$ cat src/rtl/ascon128a_input_loader_pkg.sv
// ascon_pkg: shared constants for the Ascon-128a front end.
//   ASCON_BLK_W      width of every field handed to the core
//   FLD_SK..FLD_P    field index in stream order
//   ST_LOAD/FIRE/WAIT  2-bit state codes, shared with the output serializer
package ascon_pkg;

    localparam int ASCON_BLK_W = 128;

    localparam int FLD_SK = 0;
    localparam int FLD_N  = 1;
    localparam int FLD_A  = 2;
    localparam int FLD_P  = 3;

    localparam logic [1:0] ST_LOAD = 2'd0;
    localparam logic [1:0] ST_FIRE = 2'd1;
    localparam logic [1:0] ST_WAIT = 2'd2;

    typedef enum logic [1:0] {
        LOAD = ST_LOAD,
        FIRE = ST_FIRE,
        WAIT = ST_WAIT
    } state_t;

endpackage

$ cat src/rtl/ascon128a_input_loader_if.sv
// ascon128a_input_loader_if: narrow word stream with valid/ready handshake.
//   s_data   stream word (WORD_W bits)
//   s_valid  s_data is valid
//   s_last   final word of a frame, qualified by s_valid
//   s_ready  receiver accepts a word this cycle
// Modports: master drives the stream, slave is the loader.
interface ascon128a_input_loader_if #(
    parameter int WORD_W = 32
);
    logic [WORD_W-1:0] s_data;
    logic              s_valid;
    logic              s_last;
    logic              s_ready;

    modport master (output s_data, output s_valid, output s_last, input s_ready);
    modport slave  (input s_data, input s_valid, input s_last, output s_ready);
endinterface

$ cat src/rtl/ascon128a_input_loader_field_reg.sv
// ascon_field_reg: 128-bit register written one WORD_W slot at a time.
//   CLK, RST  clock and asynchronous active-high reset
//   we        write enable for this field
//   slot      slot index; slot 0 is the most significant word
//   word      data written into the selected slot
//   q         current register contents
module ascon_field_reg
    import ascon_pkg::*;
#(
    parameter int WORD_W = 32
) (
    input  logic                                      CLK,
    input  logic                                      RST,
    input  logic                                      we,
    input  logic [$clog2(ASCON_BLK_W/WORD_W)-1:0]     slot,
    input  logic [WORD_W-1:0]                         word,
    output logic [ASCON_BLK_W-1:0]                    q
);

    // Slot 0 lands at the top so the field reads in hex text order.
    always_ff @(posedge CLK or posedge RST) begin
        if (RST) begin
            q <= '0;
        end else if (we) begin
            q[ASCON_BLK_W-1-int'(slot)*WORD_W -: WORD_W] <= word;
        end
    end

endmodule

$ cat src/rtl/ascon128a_input_loader.sv
// ascon128a_input_loader: assembles SK, N, A, P from a word stream, fires
// the Ascon-128a core once per well-formed frame and waits for it to finish.
//   CLK, RST    clock and asynchronous active-high reset
//   s           stream slave port (s_data/s_valid/s_last/s_ready)
//   key_reload  only with ASCON_KEY_REUSE_EN: force a full frame incl. SK
//   SK/N/A/P    128-bit fields to the core, stable from FIRE through WAIT
//   core_start  one-cycle start pulse
//   core_done   core finished; only looked at in WAIT
//   busy        high in FIRE and WAIT
//   frame_err   one-cycle pulse when a malformed frame is dropped
// Optional macro ASCON_KEY_REUSE_EN: after the first fired frame, frames
// may omit SK and start at the nonce.
module ascon128a_input_loader
    import ascon_pkg::*;
#(
    parameter int WORD_W = 32
) (
    input  logic                          CLK,
    input  logic                          RST,
    ascon128a_input_loader_if.slave       s,
`ifdef ASCON_KEY_REUSE_EN
    input  logic                          key_reload,
`endif
    output logic [ASCON_BLK_W-1:0]        SK,
    output logic [ASCON_BLK_W-1:0]        N,
    output logic [ASCON_BLK_W-1:0]        A,
    output logic [ASCON_BLK_W-1:0]        P,
    output logic                          core_start,
    input  logic                          core_done,
    output logic                          busy,
    output logic                          frame_err
);

    localparam int WPF    = ASCON_BLK_W / WORD_W;
    localparam int SLOT_W = $clog2(WPF);
    localparam int CNT_W  = $clog2(4 * WPF);
    localparam logic [CNT_W-1:0] CNT_LAST = CNT_W'(4 * WPF - 1);
    localparam logic [CNT_W-1:0] CNT_NONCE = CNT_W'(WPF);

    state_t             state;
    logic [CNT_W-1:0]   cnt;
    logic [CNT_W-1:0]   wcnt;
    logic               ready_q;
    logic               accept;
    logic [1:0]         wfield;
    logic [SLOT_W-1:0]  wslot;
    logic [ASCON_BLK_W-1:0] fld [4];

    assign s.s_ready = ready_q;
    assign accept    = s.s_valid & ready_q;

`ifdef ASCON_KEY_REUSE_EN
    logic key_loaded;
    logic fresh;

    // A reload request before the first word of a frame rewinds to SK,
    // including a word accepted in that same cycle.
    assign wcnt = (key_reload && fresh) ? '0 : cnt;
`else
    assign wcnt = cnt;
`endif

    // Upper two counter bits select the field, the rest the slot.
    assign wfield = wcnt[CNT_W-1 -: 2];
    assign wslot  = wcnt[SLOT_W-1:0];

    for (genvar g = 0; g < 4; g++) begin : g_fld
        ascon_field_reg #(.WORD_W(WORD_W)) u_reg (
            .CLK  (CLK),
            .RST  (RST),
            .we   (accept && (wfield == 2'(g))),
            .slot (wslot),
            .word (s.s_data),
            .q    (fld[g])
        );
    end

    assign SK = fld[FLD_SK];
    assign N  = fld[FLD_N];
    assign A  = fld[FLD_A];
    assign P  = fld[FLD_P];

    // Frame FSM with word counter. All handshake and status outputs are
    // registered; s_ready comes up one cycle after reset release.
    always_ff @(posedge CLK or posedge RST) begin
        if (RST) begin
            state      <= LOAD;
            cnt        <= '0;
            ready_q    <= 1'b0;
            core_start <= 1'b0;
            busy       <= 1'b0;
            frame_err  <= 1'b0;
`ifdef ASCON_KEY_REUSE_EN
            key_loaded <= 1'b0;
            fresh      <= 1'b1;
`endif
        end else begin
            core_start <= 1'b0;
            frame_err  <= 1'b0;
            case (state)
                LOAD: begin
                    ready_q <= 1'b1;
`ifdef ASCON_KEY_REUSE_EN
                    if (key_reload && fresh) begin
                        cnt <= '0;
                    end
`endif
                    if (accept) begin
`ifdef ASCON_KEY_REUSE_EN
                        fresh <= 1'b0;
`endif
                        if (wcnt == CNT_LAST && s.s_last) begin
                            state      <= FIRE;
                            core_start <= 1'b1;
                            busy       <= 1'b1;
                            ready_q    <= 1'b0;
                            cnt        <= '0;
                        end else if (wcnt == CNT_LAST || s.s_last) begin
                            // Malformed frame: drop it, keep the garbage bits.
                            frame_err <= 1'b1;
                            cnt       <= '0;
`ifdef ASCON_KEY_REUSE_EN
                            fresh     <= 1'b1;
`endif
                        end else begin
                            cnt <= wcnt + 1'b1;
                        end
                    end
                end
                FIRE: begin
                    state <= WAIT;
`ifdef ASCON_KEY_REUSE_EN
                    key_loaded <= 1'b1;
`endif
                end
                WAIT: begin
                    if (core_done) begin
                        state   <= LOAD;
                        busy    <= 1'b0;
                        ready_q <= 1'b1;
`ifdef ASCON_KEY_REUSE_EN
                        fresh   <= 1'b1;
                        cnt     <= key_loaded ? CNT_NONCE : '0;
`else
                        cnt     <= '0;
`endif
                    end
                end
                default: begin
                    state <= LOAD;
                end
            endcase
        end
    end

endmodule

$ cat src/flat_wrapper.sv
// flat-port wrapper written by rule: the top's interface ports become plain ports
module ascon128a_input_loader_flat import ascon_pkg::*;
#(
    parameter int WORD_W = 32
)
  (CLK, RST, SK, N, A, P, core_start, core_done, busy, frame_err, s_s_data, s_s_valid, s_s_last, s_s_ready);
  ascon128a_input_loader_if #(.WORD_W(WORD_W)) s_i ();
  input  logic CLK;
  input  logic RST;
  output logic [ASCON_BLK_W-1:0] SK;
  output logic [ASCON_BLK_W-1:0] N;
  output logic [ASCON_BLK_W-1:0] A;
  output logic [ASCON_BLK_W-1:0] P;
  output logic core_start;
  input  logic core_done;
  output logic busy;
  output logic frame_err;
  input wire logic [$bits(s_i.s_data)-1:0] s_s_data;
  input wire logic [$bits(s_i.s_valid)-1:0] s_s_valid;
  input wire logic [$bits(s_i.s_last)-1:0] s_s_last;
  output wire logic [$bits(s_i.s_ready)-1:0] s_s_ready;
  assign s_i.s_data = s_s_data;
  assign s_i.s_valid = s_s_valid;
  assign s_i.s_last = s_s_last;
  assign s_s_ready = s_i.s_ready;
  ascon128a_input_loader #(.WORD_W(WORD_W)) u_core (.CLK(CLK), .RST(RST), .s(s_i), .SK(SK), .N(N), .A(A), .P(P), .core_start(core_start), .core_done(core_done), .busy(busy), .frame_err(frame_err));
endmodule
$ cat config.mk
export PLATFORM = sky130hd
export DESIGN_NAME = ascon128a_input_loader_flat
export DESIGN_NICKNAME = d
export VERILOG_FILES = /design/src/rtl/ascon128a_input_loader_pkg.sv /design/src/rtl/ascon128a_input_loader_if.sv /design/src/rtl/ascon128a_input_loader_field_reg.sv /design/src/rtl/ascon128a_input_loader.sv /design/src/flat_wrapper.sv
export SDC_FILE = /design/constraint.sdc
export NUM_CORES = 1
export LEC_CHECK = 0
export CORE_ASPECT_RATIO = 1.5
export CORE_MARGIN = 4
export CORE_UTILIZATION = 35
export CTS_BUF_LIST = sky130_fd_sc_hd__clkbuf_8
export DETAILED_ROUTE_END_ITERATION = 16
export MAX_ROUTING_LAYER = met4
export PLACE_DENSITY = 0.62
export SYNTH_ARGS = -nofsm -noshare
export SYNTH_HDL_FRONTEND = slang
export SYNTH_HIERARCHICAL = 1
export SYNTH_SLANG_ARGS = --single-unit
$ cat constraint.sdc
create_clock -name CLK -period 6.7 [get_ports CLK]
set_input_delay 0.67 -clock CLK [delete_from_list [all_inputs] [get_ports CLK]]
set_output_delay 0.67 -clock CLK [all_outputs]
set_load 0.005 [all_outputs]
# --- Word level (Yosys, flattened, before mapping) ---
# Index checks and enable logic that the tools add are counted.
op_classes:
  bitwise: 1
  muxes: 28
  eq_ne: 9
  reduce_logical: 13
  shifts: 2
  addsub: 3
ops:
  columns: ["cell", "count"]
  rows:
  - ["$bwmux W128", 4]
  - ["$shift A32 B33 Y159 const A", 1]
  - ["$shiftx A32 B33 Y159", 1]
  - ["$neg A8 Y33", 1]
  - ["$mux W4", 4]
  - ["$mux W1", 13]
  - ["$pmux W4 S2", 1]
  - ["$sub A7 B7 Y8 const A", 1]
  - ["$eq A2 B2 Y1 const B", 3]
  - ["$mux W2", 3]
  - ["$pmux W2 S3", 1]
  - ["$reduce_and A3 Y1", 2]
  - ["$logic_and A1 B1 Y1", 5]
  - ["$add A4 B1 Y4 const B", 1]
  - ["$eq A2 B1 Y1 const B", 2]
  - ["$eq A4 B4 Y1 const B", 1]
  - ["$logic_not A2 Y1", 2]
  - ["$ne A2 B1 Y1 const B", 2]
  - ["$pmux W1 S2", 2]
  - ["$reduce_and A4 Y1", 1]
  - ["$ne A2 B2 Y1 const B", 1]
  - ["$reduce_and A2 Y1", 1]
  - ["$reduce_bool A2 Y1", 1]
  - ["$and A1 B1 Y1", 1]
  - ["$logic_or A1 B1 Y1", 1]
totals:
  inputBits: 37
  out_inout_bits: 516
  register_bits: 522
  word_cells: 66

# --- Longest topological paths before layout ---
logic_depth:
  ltp_word: 6
  ltp_mapped: 8
  depth_no_buf: 8

# --- Hierarchy ---
# Netlist, hierarchy kept.
by_module_without_submodules:
  columns: ["mod", "cells_per_inst", "seq_area_each_um2", "n_inst", "area_per_inst_um2"]
  rows:
  - ["ascon_field_reg", 273, 3203.1, 4, 4748.3]
  - ["ascon128a_input_loader", 57, 250.2, 1, 581.8]

# --- Worst setup path before layout ---
# OpenSTA, ideal clock, no wires.
synth_path:
  path_type: "input -> register"
  from: "input s_s_valid"
  to: "register u_core.g_fld[2].u_reg.q[116]"
  path_slack_ns: 4.603
  n_path_buf: 1
  arrival_ns: 1.972
  required_ns: 6.575
  setup_ns: 0.125
  cell_stages: 5
  cell_sequence: "nand2_1 nor3b_1 nor3b_2 buf_4 mux2_2"
synth_between:
  elab_chain_len: 2
synth_rtl:
  columns: ["element", "line", "source"]
  rows:
  - ["start, declared", "flat_wrapper.sv:19", "input wire logic [$bits(s_i.s_valid)-1:0] s_s_valid;"]
  - ["$and A1 B1 Y1", "ascon128a_input_loader.sv:50", "assign accept = s.s_valid & ready_q;"]
  - ["$logic_and A1 B1 Y1", "ascon128a_input_loader.sv:71", ".we (accept && (wfield == 2'(g))),"]
  - ["end signal, assigned by index", "ascon128a_input_loader_field_reg.sv:25", "q[ASCON_BLK_W-1-int'(slot)*WORD_W -: WORD_W] <= word;"]
  - ["end, declared", "ascon128a_input_loader_field_reg.sv:17", "output logic [ASCON_BLK_W-1:0] q"]
# Every way passes these cells.
# A chain may end at the register's enable or synchronous reset.

# --- Worst setup path in the final report ---
layout_path:
  from: "input s_s_valid"
  to: "register u_core.g_fld[2].u_reg.q[13]"
# Same word-level chain as after synthesis.

==> impl_metrics.yaml <==
cts:
  cts_hold_buf: 0
  cts_buffers: 81
  cts_buffer_depth: 3
  clk_pin_slew_ps: 60
  post_cts_buffers: 0
  htree_levels: 3
  cts_root_buf: "clkbuf_8"
  cts_resized: 0
  cts_sinks: 522
  clkLatencyLatePin_ps: 660
  cts_tree: "done"
yosys:
  ys_seq_area_share_pct: 66.7
  synth_area_um2: 19600
  yosysWarnings: 6
  syn_area_per_cell_um2: 17.0
  syn_inst: 1149
  ys_ff_latch: 522
  synth_nets: 1190
  synth.distinct_cells: 31
setup_path:
  critPathLaunch: "s_s_valid"
  r2r.worst_path.cells: 4
  r2r_end: "u_core/g_fld[2].u_reg/q[13]"
  worst-path-stages: 5
  crit_slowest_cell: "nand3_2"
  crit_fanout: 32
  crit_end: "u_core/g_fld[2].u_reg/q[13]"
  crit_type: "in -> reg"
  worstPathCellList: "clkdlybuf4s50_1 -> nand2_1 -> nor3b_1 -> nand3_2 -> mux2_2"
  cp-end-kind: "register"
  start_kind: "input pin"
  rr_startpoint: "u_core/s.s_ready"
  crit_family: "simple AND/OR/NAND/NOR gates"
  rrSetupSlack_ps: 3810
  worst-path-buf-inv: 1
  required_ps: 7220
  critPathMaxStageDelay_ps: 910
  arrival_ps: 3480
power:
  power.density_nw_per_um2: 338
  p_comb_share_pct: 27.2
  pwr-share-clk_pct: 27.8
  sw_frac_of_total_pct: 27.2
  power.switching_mw: 2.52
  ir_drop_uv: 177
  pwr-share-seq_pct: 45.1
  p_int_mw: 6.75
  total_leakage_power_nw: 12.8
global_route:
  grt_pass1_wl_mm: 96.4
  grt_pass1_vias: 13500
  grt_overflow: 0
  antenna_found_initial: 2
  globalRouteTotalUtil_pct: 22.5
  grt_max_degree: 92
run_status:
  status: "finished, final reports clean"
final_layout:
  drive_above_1_share_pct: 35.7
  fin_cells: 2507
  fillerInstances: 4778
  final_common_cell: "clkdlybuf4s50_1"
  layout.nets: 1796
  final_cell_mix: "clkdlybuf4s50_1 (552), dfrtp_1 (522), mux2_2 (504), clkbuf_8 (98), inv_1 (38)"
  area_growth_pct: 40.3
floorplanning:
  die_y_um: 298
  die_w_um: 201
  start_util_pct: 35.6
  num_io_pins: 553
  placementRows: 105
  die_area_um2: 59900
  core-area_um2: 55000
drt:
  drt-initial-drc-count: 270
  drc_errors: 0
  avgRoutedWirePerCell_um: 26.6
  vias: 12400
  via_per_inst: 4.96
  firstDrtPassIters: 4
  antenna_left: 0
  drt_wl_total_mm: 66.7
timing:
  finalClockSkew_ps: 34.7
  finalCritPeriodShare_pct: 44.3
  tns_ps: 0
  drv_slew: 0
  grt_setup_unrepaired: "false"
  final-hold-violation-count: 0
  fmax_mhz: 337
  layout_min_cycle_time_ps: 2970
  slew_headroom_pct: 27.4
  setup_ws_ps: 3730
  setup_viol: 0
  worstMarginPinSlew_ps: 1090
placed_design:
  dpl.hpwl_mm: 46.0
  port_buffers: 552
  place_congestion: 0.774
  dp.cells: 2367
  dp_slack_ps: 3040
hold_path:
  hold_depth: 1
  hold_path.class: "reg -> reg"
flow_run:
  maxCapViolCount: 0
## synth_stat cells
cell type | count | area share [%]
a2bb2oi_1 | 1 | 0.045
buf_2 | 36 | 0.92
and2b_1 | 1 | 0.038
a41oi_1 | 1 | 0.045
o21ai_0 | 3 | 0.077
buf_4 | 12 | 0.46
nor2_1 | 2 | 0.038
a32oi_1 | 1 | 0.045
nand3_2 | 1 | 0.051
dfrtp_1 | 522 | 67
nand4bb_4 | 1 | 0.14
and2_1 | 3 | 0.096
o21ai_1 | 1 | 0.026
nand4_1 | 2 | 0.064
nor3_1 | 2 | 0.051
and4bb_4 | 1 | 0.083
nand2b_1 | 1 | 0.032
o211ai_2 | 1 | 0.064
o22ai_1 | 1 | 0.032
mux2_1 | 8 | 0.46
or2b_1 | 1 | 0.038
nand2_1 | 4 | 0.077
mux2_2 | 504 | 29
nor3b_2 | 4 | 0.26
a21oi_1 | 1 | 0.026
nand3_1 | 8 | 0.20
inv_1 | 11 | 0.21
nand4bb_1 | 1 | 0.058
ha_1 | 4 | 0.26
nor3b_1 | 1 | 0.038
nand3b_1 | 9 | 0.35
## layer usage
metal / GRT usage (%) / part of all wire, %
met2: 38.9 / 52
met3: 6.38 / 6.6
met4: 10.4 / 4.8
met1: 24.0 / 37
met5: - / 0
## sequential cells by signal, indices dropped and copies added (netlist names)
signal,count
u_core/busy,1
u_core/cnt,4
u_core/core_start,1
u_core/frame_err,1
u_core/g_fld.u_reg/q,512
u_core/s.s_ready,1
u_core/state,2
## cells by family after synthesis
family,Yosys count,share of synthesized area (%)
AOI/OAI and AO/OA,10,0.358
buffers and inverters,59,1.59
and+or+nand+nor,42,1.61
muxes,512,29.5
DFF,522,66.7
adders and majority gates,4,0.256
## worst min-delay path by stage
stage	start	to	slack (ps)
4_1_cts	u_core/g_fld[1].u_reg/q[120]	u_core/g_fld[1].u_reg/q[120]	490
3_3_place_gp	u_core/g_fld[0].u_reg/q[120]	u_core/g_fld[0].u_reg/q[120]	470
6_report	u_core/g_fld[1].u_reg/q[120]	u_core/g_fld[1].u_reg/q[120]	480
3_5_place_dp	u_core/g_fld[1].u_reg/q[121]	u_core/g_fld[1].u_reg/q[121]	480
2_1_floorplan	u_core/g_fld[0].u_reg/q[120]	u_core/g_fld[0].u_reg/q[120]	480
5_1_grt	u_core/g_fld[3].u_reg/q[36]	u_core/g_fld[3].u_reg/q[36]	510
## final cells by class
class	count	area [um^2]	area share [%]
Inverter	11	61.3	0.223
Tap cell	695	870	3.17
Clock buffer	98	1350	4.91
Timing Repair Buffer	571	5670	20.6
Antenna cell	2	5.00	0.0182
Sequential cell	522	13100	47.6
Clock inverter	40	198	0.720
Multi-Input combinational cell	568	6250	22.7
## per-stage QoR
step	utilization [%]	instance area (um^2)	power (mW)	hold WS (ps)
after floorplan	-	19600	4.92	483
after global placement	47.1	25900	6.74	471
after detailed placement	47.1	25900	6.79	478
after CTS	49.9	27500	9.43	488
after global routing	49.9	27500	9.71	510
final	49.9	27500	9.27	485
## power groups by stage
stage | sequential [mW] | clock [mW] | combinational [mW]
3_5_place_dp | 4.23 | 0 | 2.56
4_1_cts | 4.18 | 2.67 | 2.57
5_1_grt | 4.26 | 2.81 | 2.65
3_3_place_gp | 4.21 | 0 | 2.54
2_1_floorplan | 4.24 | 0 | 0.687
6_report | 4.18 | 2.57 | 2.52
(Power assumes the default switching activity.)
